`src/rtl/pc_unit_ras.sv`:
```
// ============================================================================
//  Module   : pc_unit_ras
//  Purpose  : Program counter with conditional branch, trap vector, alignment
//             masking and a circular return-address stack for call/return.
//  Revision : 1.0 - initial release
// ============================================================================
`default_nettype none

module pc_unit_ras #(
    parameter int unsigned         WIDTH        = 32,
    parameter logic [WIDTH-1:0]    RESET_VECTOR = '0,
    parameter logic [WIDTH-1:0]    TRAP_VECTOR  = 32'h0000_0080,
    parameter int unsigned         RAS_DEPTH    = 4,
    parameter int unsigned         ALIGN        = 2
) (
    input  logic             clk,
    input  logic             reset,
    input  logic             pc_write,
    input  logic             branch_en,
    input  logic [1:0]       branch_cond,
    input  logic             zero,
    input  logic             negative,
    input  logic [WIDTH-1:0] pc_in,
    input  logic             call,
    input  logic             ret,
    input  logic [WIDTH-1:0] link_addr,
    input  logic             trap,
    input  logic             err_clr,
    output logic [WIDTH-1:0] pc_addr,
    output logic             branch_taken,
    output logic             ras_empty,
    output logic             ras_full,
    output logic             ras_overflow,
    output logic             ras_underflow
);

    localparam int unsigned      c_PTR_W      = (RAS_DEPTH > 1) ? $clog2(RAS_DEPTH) : 1;
    localparam int unsigned      c_CNT_W      = c_PTR_W + 1;
    localparam logic [c_CNT_W-1:0] c_DEPTH    = c_CNT_W'(RAS_DEPTH);
    localparam logic [WIDTH-1:0] c_ALIGN_MASK = {WIDTH{1'b1}} << ALIGN;

    localparam logic [1:0] c_COND_EQ = 2'b00;
    localparam logic [1:0] c_COND_NE = 2'b01;
    localparam logic [1:0] c_COND_LT = 2'b10;
    localparam logic [1:0] c_COND_GE = 2'b11;

    logic [WIDTH-1:0]   r_pc;
    logic               r_branch_taken;
    logic               r_overflow;
    logic               r_underflow;
    logic [c_CNT_W-1:0] r_count;
    logic [c_PTR_W-1:0] r_top;
    logic [WIDTH-1:0]   r_ras [RAS_DEPTH];

    logic               w_cond_true;
    logic [WIDTH-1:0]   w_pc_nxt;
    logic               w_branch_taken_nxt;
    logic [c_CNT_W-1:0] w_count_nxt;
    logic [c_PTR_W-1:0] w_top_nxt;
    logic               w_push;
    logic               w_ovf_set;
    logic               w_unf_set;

    always_comb begin
        w_cond_true = 1'b0;
        case (branch_cond)
            c_COND_EQ: w_cond_true = zero;
            c_COND_NE: w_cond_true = ~zero;
            c_COND_LT: w_cond_true = negative;
            c_COND_GE: w_cond_true = ~negative;
            default:   w_cond_true = 1'b0;
        endcase
    end

    // Priority chain: trap > ret > call > branch > plain write > hold.
    always_comb begin
        w_pc_nxt           = r_pc;
        w_branch_taken_nxt = 1'b0;
        w_count_nxt        = r_count;
        w_top_nxt          = r_top;
        w_push             = 1'b0;
        w_ovf_set          = 1'b0;
        w_unf_set          = 1'b0;
        if (trap) begin
            w_pc_nxt = TRAP_VECTOR & c_ALIGN_MASK;
        end else if (ret) begin
            if (r_count != '0) begin
                w_pc_nxt    = r_ras[r_top] & c_ALIGN_MASK;
                w_top_nxt   = r_top - 1'b1;
                w_count_nxt = r_count - 1'b1;
            end else begin
                w_unf_set = 1'b1;
            end
        end else if (call && pc_write) begin
            w_pc_nxt  = pc_in & c_ALIGN_MASK;
            w_push    = 1'b1;
            w_top_nxt = r_top + 1'b1;
            if (r_count == c_DEPTH) begin
                w_ovf_set = 1'b1;
            end else begin
                w_count_nxt = r_count + 1'b1;
            end
        end else if (branch_en) begin
            w_branch_taken_nxt = w_cond_true;
            if (w_cond_true) begin
                w_pc_nxt = pc_in & c_ALIGN_MASK;
            end
        end else if (pc_write) begin
            w_pc_nxt = pc_in & c_ALIGN_MASK;
        end
    end

    always_ff @(posedge clk or negedge reset) begin
        if (!reset) begin
            r_pc           <= RESET_VECTOR;
            r_branch_taken <= 1'b0;
            r_overflow     <= 1'b0;
            r_underflow    <= 1'b0;
            r_count        <= '0;
            r_top          <= '0;
            for (int i = 0; i < int'(RAS_DEPTH); i++) begin
                r_ras[i] <= '0;
            end
        end else begin
            r_pc           <= w_pc_nxt;
            r_branch_taken <= w_branch_taken_nxt;
            r_count        <= w_count_nxt;
            r_top          <= w_top_nxt;
            // A new error on the same edge as err_clr keeps the flag set.
            r_overflow     <= w_ovf_set | (r_overflow  & ~err_clr);
            r_underflow    <= w_unf_set | (r_underflow & ~err_clr);
            if (w_push) begin
                r_ras[w_top_nxt] <= link_addr;
            end
        end
    end

    assign pc_addr       = r_pc;
    assign branch_taken  = r_branch_taken;
    assign ras_empty     = (r_count == '0);
    assign ras_full      = (r_count == c_DEPTH);
    assign ras_overflow  = r_overflow;
    assign ras_underflow = r_underflow;

endmodule

`default_nettype wire

```
`config.mk`:
```
export PLATFORM = sky130hd
export DESIGN_NAME = pc_unit_ras
export DESIGN_NICKNAME = d
export VERILOG_FILES = /design/src/rtl/pc_unit_ras.sv
export SDC_FILE = /design/constraint.sdc
export NUM_CORES = 1
export LEC_CHECK = 0
export BUFFER_PORTS_ARGS = -buffer_cell sky130_fd_sc_hd__buf_2
export CORE_MARGIN = 2
export CORE_UTILIZATION = 51
export DETAILED_ROUTE_END_ITERATION = 10
export PLACE_DENSITY = 0.78
export SYNTH_ARGS = -nofsm -noshare
export SYNTH_HDL_FRONTEND = slang
export SYNTH_SLANG_ARGS = --single-unit
export TNS_END_PERCENT = 50
```
`constraint.sdc`:
```
create_clock -name clk -period 1.77 [get_ports clk]
set_input_delay 0.2655 -clock clk [delete_from_list [all_inputs] [get_ports clk]]
set_output_delay 0.2655 -clock clk [all_outputs]
set_load 0.02 [all_outputs]
```
After elaboration in Yosys (flattened, before gate mapping)
Index checks and enable logic that the tools add are counted.
Storage, ports and cells
  register bits: 168
  input port bits: 76
  output and inout bits: 37
  logic and storage cells: 80
Operators by class
  reductions and logical operators: 9
  multiplexer cells: 36
  equality and inequality tests: 8
  $lt $le $gt $ge: 3
  add/sub/neg operators: 4
  bitwise operators: 10
Operators with widths (number)
  2-to-1 mux 32 bit: 10
  bitwise mux 128 bit: 1
  binary-select mux 32 bit (select 2 bit): 1
  demux 32 bit (select 2 bit): 1
  2-to-1 mux 1 bit: 14
  2-to-1 mux 3 bit: 4
  2-to-1 mux 2 bit: 4
  >= comparator 3 bit, second input constant: 2
  inverter 2 -> 3 bit: 2
  inequality test 5 x 1 -> 1 bit, second input constant: 1
  nonzero test 5 bit: 1
  == test 2 bit, second input constant: 2
  inverter 1 bit: 4
  case mux 1 bit (4 select lines): 1
  AND reduction 4 bit: 1
  adder 3 x 1 -> 3 bit, second input constant: 1
  == test 3 bit, second input constant: 1
  zero test 3 bit: 1
  less-than comparator 3 x 1 -> 1 bit, second input constant: 1
  inequality test 3 x 1 -> 1 bit, second input constant: 1
  AND reduction 3 bit: 1
  nonzero test 3 bit: 1
  subtractor 3 x 1 -> 3 bit, second input constant: 1
  adder 2 x 1 -> 2 bit, second input constant: 1
  other kinds (9): 12

Logic depth before layout (Yosys ltp)
Gate-level depths: netlist of run 1.
  depth in word-level cells: 10
  depth in mapped cells: 7

Worst setup path after synthesis of run 1
No wires, ideal clock.
  path type: reg-to-reg
  start point: register r_count[2]
  end point: register r_pc[5], in the netlist pc_addr[5]
  stages on the path, launching flop included: 5
  buffers on the path: 1
  arrival time: 1781 ps
  clock period less this slack: 1909 ps
  setup time: 128 ps
  path slack: -139 ps
  cells stage by stage: dfrtp_1 -> nor3_1 -> a32oi_1 -> buf_4 -> mux2_1
On the way
  word-level cells in the longest chain between the ends: 3
RTL lines
  start: declaration: line 51  | logic [c_CNT_W-1:0] r_count;
  start signal: assignment: line 127  | r_count <= w_count_nxt;
  nonzero test 3 bit: line 87  | if (r_count != '0) begin
  inequality test 3 x 1 -> 1 bit (no line)
  AND reduction 3 bit (no line)
  end signal: assignment: line 125  | r_pc <= w_pc_nxt;
  end: declaration: line 47  | logic [WIDTH-1:0] r_pc;
No other way between the ends.
A chain may end at the register's enable or synchronous reset.

Worst setup path after layout of run 1
  start point: register r_count[1]
  end point: output ras_empty
On the way
  word-level cells in the longest chain between the ends: 1
RTL lines
  zero test 3 bit: line 140  | assign ras_empty = (r_count == '0);
  end: declaration: line 31  | output logic ras_empty,
No other way between the ends.

==> metrics, run 1 <==
root buffer cell=clkbuf_16; asr flop ratio synth=100%; sequential fraction of the synthesis area=54.4%; period utilization=96.9%; design area=0.00886 mm^2; area of the core=about 0.014 mm^2; Synth Area in Compound Gates=5.01%; Setup WS pre-CTS=-0.161 ns; clk_skew=0.00649 ns; initial antenna violation count=0; Primary FF master, synth=dfrtp_1; PwrDens=1640 mW/mm^2; leakage=4.42 nW; DRC Markers=0; final WL=16600 um; Top Ports=roughly 110; die height=123 um; post-synth top area share=54.4%; Avg Cell Area, Syn=14.0 um^2; post-DP HPWL=around 11000 um; GR peak layer=met2; CTS tree=yes; first-pass GRT wire length=26400 um; Net Sw Frac=~31%; final worst path period need=1.72 ns; # setup viols final=0; vias per inst=approximately 5.7; endpoint class of the critical path=output port; H-Tree Depth=4; critical path class=reg -> out; Ant. Diodes=0; worst vdd ir=slightly below 0.8 mV; Num CTS Buffers=17; Initial DRC Count=353; Cell Int Power=9.99 mW; Layout Nets=720; Routed Antenna Nets=0; clock tree buffer depth=2; mux cell area share after synthesis=33.5%; area leader, netlist=dfrtp_1; RSZ-0062 raised after global routing=true; Core Util, Final=63.8%; Synth Area in Simple Gates=3.25%; synthesized cell area=0.00727 mm^2; Switch Pwr=approximately 4.6 mW; layout cell share with drive strength beyond 1=50.5%; Synth Area in Adders=0.275%; Syn Inst Count=518; Critical Path Start Type=flop; status=finished, final reports clean; M3 GR Usage=5.30%; Clk pwr share=approximately 25%; top cells by area, synth=dfrtp_1 (54%), mux2_2 (19%), mux2i_1 (8.3%); Seq pwr share=42.7%; CTS Sinks=158; Port Buffer Count=106; Post-synth EDFFs=0; largest family of logic cells by synthesized area=multiplexers; drt wl/cell=19.8 um; Post-Synth XOR/XNOR Area=less than 1%; Yosys warnings=0; chip width=123 um; maximum clock frequency=583 MHz; GRT Total Usage=a little under a quarter; final weighted congestion in routability-driven placement=0.851; row count=43; worst setup margin=0.0543 ns; Reg clk slew, reported paths=around 0.06 ns; Initial Utilization=52.4%; Yosys cell types=36; worst path arrival time=1.45 ns; synthesized flop and latch total=158; Hold Fails Final Rpt=0; met1 usage=29.8%; Placement Cell Area=0.00824 mm^2; max_cap viols=0; Initial DRT Pass Iterations=4; GR Overflow Total=0; clk_lat worst skew=0.43 ns; vias in the first global route=5077; routing usage on met2=37.8%; Comb power frac=around 33%; Syn-to-layout area delta=21.8%; required time of the worst setup path=about 1.5 ns; Pins Over Slew Limit=0; die area=around 0.015 mm^2; crit-path max FO=4; total number of vias=4774; largest net degree at the start of global routing=54; HP Class=in -> reg
[cell families after synthesis]
family,count (synthesis)
adders and majority gates,1
DFF,158
muxes,212
buffers and inverters,44
and+or+nand+nor,54
other,1
AOI/OAI and AO/OA,46
xor gates and xnor gates,2
[registers in the layout (all words and copies together), names as in the netlist]
| register | count |
|---|---|
| r_ras | 120 |
| pc_addr | 30 |
| r_count | 3 |
| r_top | 2 |
| branch_taken | 1 |
| ras_overflow | 1 |
| ras_underflow | 1 |
[path summary, 6_finish.rpt]
kind	from	endpoint	slack (ns)	cells past startpoint
max	r_count[1]$_DFFE_PN0P_	ras_empty	0.05	4
min	err_clr	ras_underflow$_DFF_PN0_	0.04	2
max reg2reg	r_top[1]$_DFF_PN0_	pc_addr[13]$_DFFE_PN0P_	0.11	4
min reg2reg	pc_addr[5]$_DFFE_PN0P_	pc_addr[5]$_DFFE_PN0P_	0.50	1
max in group asynchronous	reset	r_top[1]$_DFF_PN0_	0.81	3
min in group asynchronous	reset	pc_addr[4]$_DFFE_PN0P_	0.34	2
[layout make-up]
type / count / area [um^2]
Inverter: 8 / 30.0
Clock buffer: 20 / 447
Tap cell: 180 / 225
Multi-Input combinational cell: 317 / 3130
Clock inverter: 12 / 139
Sequential cell: 158 / 3960
Timing Repair Buffer: 141 / 928
Fill cell: 1013 / 5020
[layer usage]
layer	wire length (um)	up-vias
li1	-	2141
met1	7020	2467
met2	8220	141
met3	1020	25
met4	291	0
met5	0	-
[power groups by stage]
stage | registers (mW) | logic, mW | clock network [mW]
finish | 6.21 | 4.73 | 3.61
global route | 6.37 | 5.12 | 3.84
CTS | 6.19 | 4.73 | 3.65
detailed placement | 6.19 | 4.68 | 0
global placement | 6.07 | 4.48 | 0
floorplan | 6.19 | 3.25 | 0
[cells in the mapped netlist, types with 2 or more instances]
cell type	n
dfrtp_1	158
mux2_2	120
mux2i_1	60
nand2_1	40
mux2_4	30
o221ai_1	29
buf_2	21
inv_1	8
clkbuf_1	6
o21ai_0	6
buf_4	5
buf_6	4
nor2_1	4
a21oi_1	2
nand2b_1	2
nor3_1	2
o211ai_1	2
[cell usage in the layout (no fill, tap or decap), drive strengths merged]
cell and n:
mux2 151, mux4 1, xor2 1, a22oi 1
clkbuf 20, bufinv 2, o221ai 29, nand2b 2
nand4 1, a2111oi 1, dlygate4sd3 1, o21ai 6
o31a 1, nor3 2, o22ai 1, or3 2
o21a 1, nor2 4, clkinvlp 4, conb 2
nand3b 1, nand4bb 1, o211ai 2, clkinv 5
fa 1, inv 9, buf 140, xnor2 1
a32oi 1, o31ai 1, nand2 40, nor2b 1
a21oi 2, mux2i 60, dfrtp 158
[per-stage QoR]
stage	cells	setup TNS [ns]	hold WS, ns	total power, mW
global placement	803	-4.75	0.217	10.6
global route	836	-0.00294	0.0405	15.3
finish	836	0	0.0383	14.5
detailed placement	803	-8.76	0.224	10.9
floorplan	519	0	-0.0301	9.43
CTS	836	0	0.0313	14.6
[timing repair]
action,4_1_cts,5_1_grt
hold endpoints to repair,39,0
setup endpoints to repair,1,32
gates resized for setup,1,6
hold buffers,1,0
pin swaps,0,1
buffers inserted,0,0
[critical path, cell delays in order (launching register included)]
cell and delay [ns]:
dfrtp_1 0.39, buf_6 0.13, nor3_4 0.24, buf_6 0.15
buf_6 0.11
(Power assumes the default switching activity.)
==> run 2: changes to the inputs <==
- CTS_BUF_LIST: not set -> sky130_fd_sc_hd__clkbuf_16
==> run 2 against run 1 <==
Compared with the run above: count of clock-buffer cells in the layout is 3 lower; highest routed layer unchanged; core utilization is 0.072 points lower; sequential share of layout area is 0.051 points higher; critical endpoint unchanged; worst hold slack worse by 0.0018 ns; sequential cell count stayed put; maximum frequency is 0.10% lower; register-to-register slack hardly changed; largest power group unchanged.
==> metrics, run 2 (synthesis results as in run 1) <==
status=finished, final reports clean; total number of vias=4761; clk_skew=approximately 0.0067 ns; CP peak stage delay=0.39 ns; Initial DRC Count=356; chip width=123 um; first-pass GRT wire length=26400 um; Cell Int Power=9.94 mW; DRC Markers=0; Core Util, Final=63.8%; Top Ports=113; leakage=around 4.4 nW; final WL=16500 um; layout cell share with drive strength beyond 1=50.3%; Pins Over Slew Limit=0; most frequent cells in the layout=dfrtp_1 (156), mux2_2 (120), buf_2 (104), mux2i_1 (60), nand2_1 (38); Layout Nets=about 700; maximum clock frequency=582 MHz; worst setup margin=0.0526 ns; RSZ-0062 raised after global routing=true; crit path max-delay cell type=dfrtp_1; Syn-to-layout area delta=21.7%; post-DP HPWL=10700 um; # setup viols final=0; CTS tree=yes; Switch Pwr=4.55 mW; postcts setup bufs=0; Critical Path Start Type=flop; GR Overflow Total=0; period utilization=a little over nine tenths; H-Tree Depth=4; final weighted congestion in routability-driven placement=about 0.85; Net Sw Frac=31.4%; worst vdd ir=0.773 mV; Reg clk slew, reported paths=0.06 ns; die area=0.0152 mm^2; CTS Sinks=158; max_cap viols=0; CP bufs+invs=3; root buffer cell=clkbuf_16; row count=43; clk_lat worst skew=0.43 ns; Placement Cell Area=0.00824 mm^2; crit-path max FO=4; clock tree buffer depth=2; vias per inst=5.69; endpoint class of the critical path=output port; Initial Utilization=52.4%; Clk pwr share=24.5%; vias in the first global route=5077; PwrDens=1640 mW/mm^2; Seq pwr share=42.9%; most frequent CP cell=buf_6; critical path class=reg -> out; Initial DRT Pass Iterations=4; Fillers=about 1000; initial antenna violation count=0; Post-Place Cells=803; commonest non-fill, non-tap cell in the layout=dfrtp_1; largest reg by FF count=r_ras; area of the core=0.0139 mm^2; Num CTS Buffers=17; required time of the worst setup path=1.50 ns; Hold Fails Final Rpt=0; Port Buffer Count=106; Routed Antenna Nets=0; max reg flops=120; GRT Total Usage=a little under a quarter; crit-path leading delay family=flip-flops; HP Class=in -> reg; largest net degree at the start of global routing=54; CP Cell Sequence=buf_6 > nor3_4 > buf_6 > buf_6; Final TNS setup=0 ns; drt wl/cell=19.8 um; worst path arrival time=between 1 and 1.5 ns; fin cells=836; design area=0.00885 mm^2; final worst path period need=about 1.7 ns; Comb power frac=between 30% and 40%; Setup WS pre-CTS=-0.161 ns; Ant. Diodes=0; die height=123 um
-- run 2: changes by cell type in the layout (fill, tap and decap cells not counted) --
cell,delta
clkbuf_1,-2
inv_1,+2
clkbuf_8,-1
clkinv_1,+1
-- run 2: final cells by class --
class	instances	area, um^2	area share, %
sequential	158	3960	44.7
clock inverter	15	150	1.70
inverter	8	30.0	0.339
tap	180	225	2.54
multi-input combinational	317	3130	35.4
clock buffer	17	425	4.81
timing repair buffer	141	928	10.5
-- run 2: what timing repair did --
| item | in CTS | in global routing |
|---|---|---|
| resized for setup | 1 | 6 |
| hold endpoints to repair | 39 | 0 |
| setup endpoints to repair | 1 | 32 |
| hold buffers | 1 | 0 |
| pin swaps | 0 | 1 |
-- run 2: power by group through the flow --
stage / Clock (mW) / Combinational [mW] / Sequential [mW]
finish: 3.55 / 4.73 / 6.21
global route: 3.78 / 5.12 / 6.37
CTS: 3.60 / 4.73 / 6.19
detailed placement: 0 / 4.68 / 6.19
global placement: 0 / 4.48 / 6.07
floorplan: 0 / 3.25 / 6.19
-- run 2: worst paths after layout --
path / start / endpoint / slack (ns) / depth (start not counted)
max: r_count[1]$_DFFE_PN0P_ / ras_empty / 0.05 / 4
min: err_clr / ras_underflow$_DFF_PN0_ / 0.04 / 2
max reg2reg: r_top[1]$_DFF_PN0_ / pc_addr[13]$_DFFE_PN0P_ / 0.11 / 4
min reg2reg: pc_addr[5]$_DFFE_PN0P_ / pc_addr[5]$_DFFE_PN0P_ / 0.50 / 1
max in group asynchronous: reset / r_top[1]$_DFF_PN0_ / 0.81 / 3
min in group asynchronous: reset / pc_addr[4]$_DFFE_PN0P_ / 0.33 / 2
-- run 2: metrics by stage --
step	hold slack (ns)	power (mW)
CTS	0.0313	14.5
global placement	0.217	10.6
finish	0.0366	14.5
floorplan	-0.0301	9.43
detailed placement	0.224	10.9
global route	0.0405	15.3
-- run 2: routing by layer --
| metal | track usage (%) | vias to the layer above | wire [um] |
|---|---|---|---|
| met5 | 0 | - | 0 |
| met4 | 8.95 | 0 | 299 |
| met3 | 5.30 | 25 | 990 |
| met2 | 37.8 | 136 | 8200 |
| met1 | 29.8 | 2460 | 7050 |
| li1 | - | 2140 | - |
